[src/rtl/ssd_pkg.sv]
// rtl/ssd_pkg.sv - shared types for the seven-segment display arbiter
package ssd_pkg;

    localparam logic [31:0] SSD_BLANK = 32'hFFFF_FFFF;

    typedef struct packed {
        logic [31:0] bits;
        logic        char_mode;
    } ssd_frame_t;

    typedef enum logic {
        IDLE,
        SHOW
    } ssd_state_t;

endpackage

[src/rtl/ssd_rr_pick.sv]
// rtl/ssd_rr_pick.sv - combinational round-robin picker over a pending vector
module ssd_rr_pick #(
    parameter int N = 2,
    parameter int W = (N > 1) ? $clog2(N) : 1
) (
    input  logic [N-1:0] pend,
    input  logic [W-1:0] start,
    input  logic [W-1:0] excl,
    input  logic         excl_en,
    output logic         found,
    output logic [W-1:0] idx
);

    always_comb begin
        int c;
        c     = 0;
        found = 1'b0;
        idx   = '0;
        // Explicit wrap keeps non-power-of-2 N correct.
        for (int k = 0; k < N; k++) begin
            c = int'(start) + k;
            if (c >= N) c = c - N;
            if (!found && pend[c] && !(excl_en && c == int'(excl))) begin
                found = 1'b1;
                idx   = W'(c);
            end
        end
    end

endmodule

[src/rtl/ssd_arbiter.sv]
// rtl/ssd_arbiter.sv - round-robin display arbiter with hold time; SSD_ARB_PRIORITY_EN makes requester 0 preempt
module ssd_arbiter
    import ssd_pkg::*;
#(
    parameter int NUM_REQ     = 2,
    parameter int HOLD_CYCLES = 50000000,
    parameter int OWNER_W     = (NUM_REQ > 1) ? $clog2(NUM_REQ) : 1
) (
    input  logic                  clk,
    input  logic                  rst_n,
    input  logic [NUM_REQ-1:0]    req_valid,
    output logic [NUM_REQ-1:0]    req_ready,
    input  logic [NUM_REQ*32-1:0] req_bits,
    input  logic [NUM_REQ-1:0]    req_char_mode,
    output logic [31:0]           ssd_bits,
    output logic                  ssd_char_mode,
    output logic [OWNER_W-1:0]    owner,
    output logic                  owner_valid
);

    localparam int                HOLD_W   = $clog2(HOLD_CYCLES);
    localparam logic [HOLD_W-1:0] HOLD_MAX = HOLD_W'(HOLD_CYCLES - 1);

    ssd_state_t          state, state_n;
    logic [NUM_REQ-1:0]  pend;
    ssd_frame_t          frame_buf [NUM_REQ];
    logic [HOLD_W-1:0]   hold_cnt, hold_n;
    logic                load;
    logic [OWNER_W-1:0]  load_idx;
    logic [OWNER_W-1:0]  rr_start, pick_start, pick_idx;
    logic                pick_found, expired;

    assign req_ready  = ~pend;
    assign expired    = (hold_cnt == HOLD_MAX);
    assign rr_start   = (owner == OWNER_W'(NUM_REQ - 1)) ? '0 : owner + 1'b1;
    assign pick_start = (state == IDLE) ? '0 : rr_start;

    ssd_rr_pick #(.N(NUM_REQ), .W(OWNER_W)) u_pick (
        .pend    (pend),
        .start   (pick_start),
        .excl    (owner),
        .excl_en (state == SHOW),
        .found   (pick_found),
        .idx     (pick_idx)
    );

    always_comb begin
        state_n  = state;
        hold_n   = hold_cnt;
        load     = 1'b0;
        load_idx = owner;
        case (state)
            IDLE: begin
                if (pick_found) begin
                    load     = 1'b1;
                    load_idx = pick_idx;
                    hold_n   = '0;
                    state_n  = SHOW;
                end
            end
            default: begin
                hold_n = expired ? hold_cnt : hold_cnt + 1'b1;
`ifdef SSD_ARB_PRIORITY_EN
                if (pend[0] && owner != '0) begin
                    load     = 1'b1;
                    load_idx = '0;
                    hold_n   = '0;
                end else
`endif
                // A due switch beats the owner's refresh, which stays pending.
                if (expired && pick_found) begin
                    load     = 1'b1;
                    load_idx = pick_idx;
                    hold_n   = '0;
                end else if (pend[owner]) begin
                    load     = 1'b1;
                    load_idx = owner;
                end
            end
        endcase
    end

    always_ff @(posedge clk) begin
        for (int i = 0; i < NUM_REQ; i++) begin
            if (req_valid[i] && !pend[i]) begin
                frame_buf[i] <= '{bits: req_bits[32*i +: 32], char_mode: req_char_mode[i]};
            end
        end
    end

    always_ff @(posedge clk) begin
        if (!rst_n) begin
            state         <= IDLE;
            pend          <= '0;
            hold_cnt      <= '0;
            owner         <= '0;
            owner_valid   <= 1'b0;
            ssd_bits      <= SSD_BLANK;
            ssd_char_mode <= 1'b0;
        end else begin
            state    <= state_n;
            hold_cnt <= hold_n;
            for (int i = 0; i < NUM_REQ; i++) begin
                if (req_valid[i] && !pend[i]) begin
                    pend[i] <= 1'b1;
                end else if (load && load_idx == OWNER_W'(i)) begin
                    pend[i] <= 1'b0;
                end
            end
            if (load) begin
                ssd_bits      <= frame_buf[load_idx].bits;
                ssd_char_mode <= frame_buf[load_idx].char_mode;
                owner         <= load_idx;
                owner_valid   <= 1'b1;
            end
        end
    end

endmodule

[config.mk]
export PLATFORM = sky130hd
export DESIGN_NAME = ssd_arbiter
export DESIGN_NICKNAME = d
export VERILOG_FILES = /design/src/rtl/ssd_pkg.sv /design/src/rtl/ssd_rr_pick.sv /design/src/rtl/ssd_arbiter.sv
export SDC_FILE = /design/constraint.sdc
export NUM_CORES = 1
export LEC_CHECK = 0
export CAP_MARGIN = 10
export CORE_MARGIN = 3
export CORE_UTILIZATION = 50
export DETAILED_ROUTE_END_ITERATION = 12
export GPL_ROUTABILITY_DRIVEN = 0
export HOLD_SLACK_MARGIN = 0.03
export PLACE_DENSITY = 0.76
export SYNTH_ARGS = -nofsm -noshare
export SYNTH_HDL_FRONTEND = slang
export SYNTH_SLANG_ARGS = --single-unit
[constraint.sdc]
create_clock -name clk -period 6.89 [get_ports clk]
set_clock_uncertainty 0.15 [all_clocks]
set_input_delay 0.689 -clock clk [delete_from_list [all_inputs] [get_ports clk]]
set_output_delay 0.689 -clock clk [all_outputs]
set_load 0.02 [all_outputs]
==> flow_metrics.tcl, run 1 <==
set metrics [dict create \
    status "finished clean" \
    fmax_mhz 290 \
    crit_family "simple AND/OR/NAND/NOR gates" \
    multi_input_gate_area_sq_um 2580 \
    drt_first_iter_violations 503 \
    place.detailed.hpwl_mm 10.0 \
    cts_setup_buffers 0 \
    combined_flip_flop_and_latch_cell_area_sq_um 3260 \
    leakage_nw 2.57 \
    worst_setup_path_start_kind "register" \
    critPathArrivalTime_ps 3600 \
    final-hold-violation-count 0 \
    synth.top_cell.area_share 0.327 \
    h-tree-depth 4 \
    die_area_sq_um 13500 \
    crit_chain "ha_1 -> and3_4 -> nand3_4 -> o31ai_4 -> nor3_2 -> or3b_1 -> o32a_1" \
    grt_usage 0.239 \
    grt_first_pass_wirelength_mm 24.9 \
    worstPathRequired_ps 7040 \
    final.min_clock_period_ps 3440 \
    drt.antenna.violating_nets 0 \
    slew_violations 0 \
    cts_num_sinks 130 \
    cp_max_fo 32 \
    ctsLongestPathBuffers 2 \
    post-route-util 0.665 \
    critPathCaptureType "register" \
    worst_hold_path_type "reg -> reg" \
    synthesis.yosys.warnings 0 \
    number_of_iterations_in_the_first_detailed_routing_pass 6 \
    route.detailed.wl_per_inst_um 19.6 \
    cts-buffers-inserted 17 \
    worst_pin_slew_ps 1260 \
    nets 699 \
    cts.repair.resized 0 \
    drive_gt1_frac 0.136 \
    fillers 880 \
    layout_setup_ws_ps 3450 \
    die_width_um 116 \
    timing.max_slew.rel_slack 0.160 \
    timing.reg2reg.setup_slack_ps 3450 \
    synthesis.instances 541 \
    floorplan.initialDensity 0.521 \
    synthDominantAreaCellType "sky130_fd_sc_hd__edfxtp_1" \
    ir_drop_v 0.000223 \
    post_synth_main_area_contributors "sky130_fd_sc_hd__edfxtp_1 (33%), sky130_fd_sc_hd__dfxtp_1 (21%), sky130_fd_sc_hd__mux2_2 (6.0%)" \
    cts_tree "done" \
    fp-row-count 39 \
    clk-insertion-delay-late_ps 420 \
    finalHoldWorstSlack_ps 322 \
    detailedPlace.worstSlack_ps 3470 \
    number_of_antenna_violations_at_the_first_check_in_global_routing 0 \
    synthesis.area_sq_um 6050 \
    cts.root.buffer_cell "sky130_fd_sc_hd__clkbuf_16" \
    critical_path.n_buffers_inverters 0 \
    critical-path-max-stage-delay_ps 910 \
    critical-path-slowest-cell "sky130_fd_sc_hd__or3b_1" \
    route.final.wire_length_mm 15.4 \
    grt_pass1_vias 5031 \
    drv_cap 0 \
    setup_viol_count_final 0 \
    mostFrequentLayoutCells "sky130_fd_sc_hd__clkdlybuf4s50_1 (106), sky130_fd_sc_hd__edfxtp_1 (66), sky130_fd_sc_hd__dfxtp_1 (63), sky130_fd_sc_hd__o21ai_0 (45), sky130_fd_sc_hd__nand3_1 (44)" \
    drc_errors 0 \
    floorplan.core_area_sq_um 11600 \
    floorplan.die.height_um 116 \
    grt_start_max_net_pins 68 \
    clk_pin_slew_ps 60 \
    postCtsHoldBufs 0 \
    synth.yosys.seq_area_share 0.539 \
    io_buffers 106 \
    synth_cell_type_count 52 \
    insertedDiodeCount 0 \
    postSynthNetCount 612 \
    pwr_density_cell_nw_per_um2 268 \
    route.vias.total 4916 \
    grt.overflow.total 0 \
    rsz0062_at_grt "false" \
    route.detailed.vias_per_inst 6.28 \
    timing.setup.tns_ps 0 \
    synth-seq-cells 130 \
    areaGrowthSynthToFinish_pct 27.6 \
    syn-mean-instance-area_sq_um 11.2 \
    floorplan.io_pins 107 \
    final_min_period_over_clock_period 0.500 \
    timing_worst_setup_path_type "reg -> reg" \
    mostFrequentLayoutCell "sky130_fd_sc_hd__clkdlybuf4s50_1" \
]
-- stage by stage --
stage	instances	instance area, sq um	total power [mW]
6_report	783	7720	2.07
5_1_grt	783	7720	2.15
4_1_cts	783	7720	2.08
3_5_place_dp	752	7170	1.25
3_3_place_gp	752	7170	1.23
2_1_floorplan	541	6050	1.10
-- synthesized netlist by cell type (all sizes together) --
cell,number
a2111oi,5
a211oi,5
a21boi,2
a21o,2
a21oi,15
a221oi,1
a22o,32
a22oi,32
a31oi,2
a41oi,2
and2,2
and3,2
and4,2
and4bb,1
buf,13
clkbuf,32
dfxtp,64
edfxtp,66
ha,1
inv,9
mux2,32
nand2,17
nand2b,2
nand3,45
nand4,5
nor2,25
nor2b,2
nor3,3
nor3b,1
nor4,1
o2111a,1
o211a,2
o21a,3
o21ai,50
o221a,1
o31a,2
o31ai,3
o32a,32
or3,9
or3b,1
or4,1
xnor2,12
xor2,1
-- power by group --
part | internal (mW) | total (mW) | switching (mW)
logic | 0.157 | 0.310 | 0.153
registers | 0.871 | 0.922 | 0.0504
clock network | 0.502 | 0.837 | 0.335
total | 1.53 | 2.07 | 0.538
-- per-layer routing --
layer	routed length, um	global-route usage
met5	0	0
met4	331	0.0974
met3	900	0.0616
met2	7770	0.405
met1	6380	0.291
-- cells by family (layout without fill, tap and decap cells) --
kind of cell,Yosys count,in the layout,synth area share
muxes,32,32,0.0595
AOI/OAI and AO/OA,192,192,0.237
and+or+nand+nor,119,119,0.104
DFF,130,130,0.539
adders and majority gates,1,1,0.00207
xor gates and xnor gates,13,13,0.0188
buffers and inverters,54,153,0.0395
-- state kept, by name, summed over array words and instances (netlist names) --
name	cells
owner	1
hold_cnt	26
ssd_bits	32
owner_valid	1
state	1
frame_buf	66
pend	2
ssd_char_mode	1
-- path summary, 6_finish.rpt --
check                             startpoint            to  cells after the start
worst max register to register   hold_cnt[0]  ssd_bits[19]                      7
worst max-delay path             hold_cnt[0]  ssd_bits[19]                      7
worst min register to register  ssd_bits[28]  ssd_bits[28]                      1
worst min-delay path            ssd_bits[28]  ssd_bits[28]                      1
-- layout make-up --
type	instances	share of cell area
Sequential cell	130	0.423
Multi-Input combinational cell	357	0.334
Timing Repair Buffer	113	0.144
Clock buffer	18	0.0569
Tap cell	143	0.0232
Clock inverter	13	0.0144
Inverter	9	0.00437
(Power assumes the default switching activity.)
==> inputs of run 2 (changes only) <==
clock period = 3.43 ns   (was 6.89 ns; I/O delays follow)
==> run 2 against run 1 <==
Compared with the run above: clock power is 110% higher; register-to-register slack worse by 2900 ps; global-route usage is 1.2 points higher; via count is 3.5% higher; critical path depth is 1 higher; flip-flop and latch count stayed put; worst setup slack worse by 2900 ps; combinational power is 110% higher; non-clock buffer count is 9 higher; first-iteration DRC count is 10% lower; core utilization is 0.82 points higher; sequential share of layout area is 0.51 points lower; highest routed layer unchanged.
==> flow_metrics.tcl, run 2 (synthesis gave the netlist of run 1 again) <==
set metrics [dict create \
    crit_family "simple AND/OR/NAND/NOR gates" \
    timing.reg2reg.setup_slack_ps 540 \
    regToRegEndpoint "ssd_bits[19]" \
    number_of_antenna_violations_at_the_first_check_in_global_routing 0 \
    p_seq_frac 0.435 \
    hold_path_startpoint "req_bits[28]" \
    fp-row-count 39 \
    status "finished clean" \
    mostFrequentLayoutCells "sky130_fd_sc_hd__clkdlybuf4s50_1 (106), sky130_fd_sc_hd__edfxtp_1 (66), sky130_fd_sc_hd__dfxtp_1 (63), sky130_fd_sc_hd__o21ai_0 (45), sky130_fd_sc_hd__nand3_1 (44)" \
    io_buffers 106 \
    setup_viol_count_final 0 \
    cts_tree "done" \
    clk_pin_slew_ps 60 \
    critical-path-max-stage-delay_ps 800 \
    fillers 878 \
    cts.repair.resized 0 \
    r2r_cells 8 \
    met1_usage 0.280 \
    drt_first_iter_violations 452 \
    nets 708 \
    route.detailed.wl_per_inst_um 20.7 \
    floorplan.initialDensity 0.521 \
    critPathCaptureType "register" \
    swShare 0.254 \
    largest-register "frame_buf" \
    internal-power_mw 3.16 \
    grt_usage 0.251 \
    floorplan.io_pins 107 \
    share_clk_of_total_power 0.411 \
    worstPathRequired_ps 3590 \
    worst_setup_path_start_kind "register" \
    grt_pass1_vias 5194 \
    critical_path.n_buffers_inverters 1 \
    areaGrowthSynthToFinish_pct 29.2 \
    ir_drop_v 0.000380 \
    cts.root.buffer_cell "sky130_fd_sc_hd__clkbuf_16" \
    clk-insertion-delay-late_ps 420 \
    fmax_mhz 346 \
    critical_path_depth 8 \
    die_area_sq_um 13500 \
    final.min_clock_period_ps 2890 \
    placement.cell_area_sq_um 7250 \
    hold_path_depth 1 \
    critical-path-slowest-cell "sky130_fd_sc_hd__or3_2" \
    grt_first_pass_wirelength_mm 25.8 \
    route.detailed.vias_per_inst 6.42 \
    crit_chain "ha_1 -> and3_4 -> nand3_4 -> or3_2 -> buf_12 -> nand3_1 -> o21ai_0 -> o32a_1" \
    die_width_um 116 \
    floorplan.die.height_um 116 \
    gr_util_met2 0.445 \
    cts-buffers-inserted 17 \
    place.detailed.hpwl_mm 10.6 \
    rsz0062_at_grt "false" \
    grt_start_max_net_pins 39 \
    slew_violations 0 \
    floorplan.core_area_sq_um 11600 \
    insertedDiodeCount 0 \
    mostFrequentLayoutCell "sky130_fd_sc_hd__clkdlybuf4s50_1" \
    cp_max_fo 38 \
    cts_num_sinks 130 \
    regToRegStartpoint "hold_cnt[0]" \
    reg.largest.list "frame_buf: 66 flops, ssd_bits: 32 flops, hold_cnt: 26 flops" \
    grt.overflow.total 0 \
    critPathArrivalTime_ps 3050 \
    leakage_nw 2.63 \
    final_min_period_over_clock_period 0.843 \
    pwr_density_cell_nw_per_um2 541 \
    drive_gt1_frac 0.140 \
    drc_errors 0 \
    final-hold-violation-count 0 \
    number_of_iterations_in_the_first_detailed_routing_pass 5 \
    finalHoldWorstSlack_ps 322 \
    grt.busiest_layer "met2" \
    largest_register_ff_count 66 \
    h-tree-depth 4 \
    worst_hold_path_type "in -> reg" \
    net-switching-power_mw 1.07 \
    finalInstanceArea_sq_um 7820 \
    timing.max_slew.rel_slack 0.507 \
    drv_cap 0 \
    layoutNonFillerInstCount 793 \
    ctsLongestPathBuffers 2 \
    min_delay_worst_endpoint "frame_buf[0][29]" \
    drt.antenna.violating_nets 0 \
    post-route-util 0.673 \
    placed_cell_count 761 \
    multi_input_gate_area_sq_um 2580 \
    route.vias.total 5088 \
    route.final.wire_length_mm 16.4 \
    timing_worst_setup_path_type "reg -> reg" \
    timing.setup.tns_ps 0 \
    cts_setup_buffers 0 \
    gr-usage-met3 0.0648 \
    pwr-share-comb 0.154 \
    postCtsHoldBufs 0 \
    worst_pin_slew_ps 738 \
    combined_flip_flop_and_latch_cell_area_sq_um 3260 \
]
run 2: layer usage:
| layer | share of wire | wire (um) |
|---|---|---|
| met4 | 0.026 | 429 |
| met1 | 0.38 | 6300 |
| met3 | 0.065 | 1070 |
| met2 | 0.52 | 8610 |
| met5 | 0 | 0 |
run 2: area by class of cell:
class / instances / area share
Clock inverter: 9 / 0.0138
Timing Repair Buffer: 122 / 0.153
Multi-Input combinational cell: 357 / 0.330
Tap cell: 143 / 0.0229
Sequential cell: 130 / 0.417
Inverter: 9 / 0.00432
Clock buffer: 23 / 0.0586
run 2: how the worst max path moves through the flow:
stage               slack, ps        start               to
finish                    540  hold_cnt[0]     ssd_bits[19]
global route              410  hold_cnt[0]     ssd_bits[31]
CTS                       540  hold_cnt[0]     ssd_bits[19]
detailed placement        590  hold_cnt[0]     ssd_bits[24]
global placement          710  hold_cnt[0]     ssd_bits[26]
floorplan                 880      pend[0]  frame_buf[0][0]
run 2: metrics by stage:
step	worst slack [ps]	total power, mW
3_3_place_gp	714	2.49
3_5_place_dp	591	2.52
5_1_grt	414	4.38
6_report	538	4.23
2_1_floorplan	877	2.22
4_1_cts	538	4.25
run 2: worst register-to-register path: cells and delay by family, from the launching register on:
kind	cells	cell delay [ps]
AND/OR/NAND/NOR	4	1310
AO/OA/AOI/OAI	2	450
flip-flops	1	390
buffers and inverters	1	290
adder cells (fa/ha/maj)	1	190
run 2: power by group through the flow:
stage          Sequential (mW)  Combinational, mW  Clock, mW
2_1_floorplan             1.89              0.328          0
3_3_place_gp              1.86              0.625          0
3_5_place_dp              1.87              0.646          0
4_1_cts                   1.84              0.651       1.76
5_1_grt                   1.85              0.695       1.83
6_report                  1.84              0.653       1.74
==> inputs of run 3 (changes only) <==
clock period = 2.8 ns   (was 3.43 ns; I/O delays follow)
==> run 3 against run 2 <==
Compared with the run above: sequential power grew 22%; cell count grew 1.0%; critical path depth is the same; non-clock buffer count grew 8; final area grew 0.69%; global-route usage grew 0.51 points; hold slack lost 59 ps; core utilization grew 0.46 points; power grew 20%; critical endpoint is now ssd_bits[25]; highest routed layer unchanged.
==> flow_metrics.tcl, run 3 (synthesis gave the netlist of run 1 again) <==
set metrics [dict create \
    status "finished clean" \
    pwr-share-comb 0.162 \
    largest_register_ff_count 66 \
    ctsLongestPathBuffers 2 \
    postCtsHoldBufs 0 \
    cts_num_sinks 130 \
    grt_pass1_vias 5407 \
    ir_drop_v 0.000520 \
    clk_pin_slew_ps 60 \
    die_area_sq_um 13500 \
    areaGrowthSynthToFinish_pct 30.0 \
    number_of_antenna_violations_at_the_first_check_in_global_routing 0 \
    rsz0062_at_grt "false" \
    critical_path.n_buffers_inverters 1 \
    critPathCaptureType "register" \
    fp-row-count 39 \
    route.detailed.wl_per_inst_um 20.6 \
    worstPathRequired_ps 2950 \
    min_delay_worst_endpoint "frame_buf[1][26]" \
    grt_start_max_net_pins 33 \
    route.final.wire_length_mm 16.5 \
    critical-path-slowest-cell "sky130_fd_sc_hd__or3b_1" \
    largest-register "frame_buf" \
    drv_cap 0 \
    combined_flip_flop_and_latch_cell_area_sq_um 3270 \
    grt.overflow.total 0 \
    fillers 871 \
    p_seq_frac 0.442 \
    clk-insertion-delay-late_ps 420 \
    worst_hold_path_type "in -> reg" \
    route.detailed.vias_per_inst 6.36 \
    floorplan.initialDensity 0.521 \
    r2r_cells 8 \
    timing.setup.tns_ps 0 \
    reg.largest.list "frame_buf: 66 flops, ssd_bits: 32 flops, hold_cnt: 26 flops" \
    insertedDiodeCount 0 \
    mostFrequentLayoutCells "sky130_fd_sc_hd__clkdlybuf4s50_1 (106), sky130_fd_sc_hd__edfxtp_1 (66), sky130_fd_sc_hd__dfxtp_1 (62), sky130_fd_sc_hd__o21ai_0 (45), sky130_fd_sc_hd__nand3_1 (44)" \
    fmax_mhz 373 \
    mostFrequentLayoutCell "sky130_fd_sc_hd__clkdlybuf4s50_1" \
    io_buffers 106 \
    nets 716 \
    post-route-util 0.678 \
    die_width_um 116 \
    regToRegEndpoint "ssd_bits[25]" \
    crit_family "compound AO/OA/AOI/OAI gates" \
    critical-path-max-stage-delay_ps 430 \
    final_min_period_over_clock_period 0.957 \
    final-hold-violation-count 0 \
    cts_tree "done" \
    share_clk_of_total_power 0.396 \
    leakage_nw 2.65 \
    cts-buffers-inserted 17 \
    crit_chain "ha_1 -> and3_4 -> nand3_4 -> o31ai_2 -> a21oi_1 -> or3b_1 -> buf_6 -> o32a_1" \
    timing.max_slew.rel_slack 0.486 \
    floorplan.core_area_sq_um 11600 \
    hold_path_startpoint "req_bits[57]" \
    multi_input_gate_area_sq_um 2590 \
    route.vias.total 5097 \
    internal-power_mw 3.79 \
    grt_first_pass_wirelength_mm 26.4 \
    cts.root.buffer_cell "sky130_fd_sc_hd__clkbuf_16" \
    swShare 0.256 \
    worst_pin_slew_ps 771 \
    grt_usage 0.256 \
    drive_gt1_frac 0.150 \
    drt_first_iter_violations 493 \
    number_of_iterations_in_the_first_detailed_routing_pass 6 \
    pwr_density_cell_nw_per_um2 647 \
    hold_path_depth 1 \
    worst_setup_path_start_kind "register" \
    floorplan.die.height_um 116 \
    h-tree-depth 4 \
    timing_worst_setup_path_type "reg -> reg" \
    timing.reg2reg.setup_slack_ps 120 \
    drc_errors 0 \
    drt.antenna.violating_nets 0 \
    place.detailed.hpwl_mm 10.9 \
    regToRegStartpoint "hold_cnt[1]" \
    critPathArrivalTime_ps 2830 \
    setup_viol_count_final 0 \
    floorplan.io_pins 107 \
    final.min_clock_period_ps 2680 \
    slew_violations 0 \
    cp_max_fo 32 \
    net-switching-power_mw 1.30 \
]
## run 3: changes by cell type in the layout (fill, tap and decap cells not counted), moves of 2 or more
cell,before,now
sky130_fd_sc_hd__clkinvlp_4,1,3
sky130_fd_sc_hd__buf_4,15,21
sky130_fd_sc_hd__clkbuf_1,5,7
sky130_fd_sc_hd__clkinv_4,3,0
## run 3: timing repair
action,4_1_cts,5_1_grt
endpoints found under the setup margin,0,33
hold endpoints to repair,0,0
setup buffers,0,0
gates resized for setup,0,5
## run 3: layout make-up
| class | count | area share |
|---|---|---|
| sequential | 130 | 0.415 |
| multi-input combinational | 357 | 0.329 |
| timing repair buffer | 130 | 0.161 |
| clock buffer | 25 | 0.0591 |
| tap | 143 | 0.0227 |
| clock inverter | 7 | 0.00842 |
| inverter | 9 | 0.00429 |
## run 3: metal layers
layer / GRT usage / wire length, um / vias to the layer above
li1: - / - / 2341
met1: 0.293 / 6510 / 2508
met2: 0.448 / 8630 / 221
met3: 0.0789 / 1090 / 27
met4: 0.0967 / 308 / 0
met5: 0 / 0 / -
## run 3: worst reg2reg max path, stage by stage, from the launching register on
cell,delay [ps]
sky130_fd_sc_hd__dfxtp_1,360
sky130_fd_sc_hd__ha_1,190
sky130_fd_sc_hd__and3_4,220
sky130_fd_sc_hd__nand3_4,160
sky130_fd_sc_hd__o31ai_2,300
sky130_fd_sc_hd__a21oi_1,150
sky130_fd_sc_hd__or3b_1,430
sky130_fd_sc_hd__buf_6,220
sky130_fd_sc_hd__o32a_1,390
## run 3: power by group through the flow
stage | clock network, mW | registers [mW] | logic, mW
floorplan | 0 | 2.32 | 0.402
global placement | 0 | 2.28 | 0.791
detailed placement | 0 | 2.28 | 0.816
CTS | 2.04 | 2.25 | 0.821
global route | 2.15 | 2.26 | 0.878
finish | 2.02 | 2.25 | 0.825
## run 3: how the worst max path moves through the flow
stage	from	end	slack [ps]	cells after the start
after floorplan	pend[0]	frame_buf[0][0]	250	2
after global placement	hold_cnt[0]	ssd_bits[12]	170	8
after detailed placement	hold_cnt[0]	ssd_bits[16]	80	8
after CTS	hold_cnt[0]	ssd_bits[16]	70	8
after global routing	hold_cnt[1]	ssd_bits[22]	30	8
final	hold_cnt[1]	ssd_bits[25]	120	8
## run 3: metrics by stage
| stage | setup slack, ps | area, sq um | power, mW | hold slack (ps) | cells |
|---|---|---|---|---|---|
| floorplan | 247 | 6050 | 2.72 | 229 | 541 |
| global placement | 167 | 7330 | 3.07 | 321 | 769 |
| detailed placement | 79.0 | 7330 | 3.10 | 322 | 769 |
| CTS | 73.8 | 7860 | 5.11 | 246 | 801 |
| global route | 27.0 | 7870 | 5.29 | 236 | 801 |
| finish | 120 | 7870 | 5.09 | 262 | 801 |
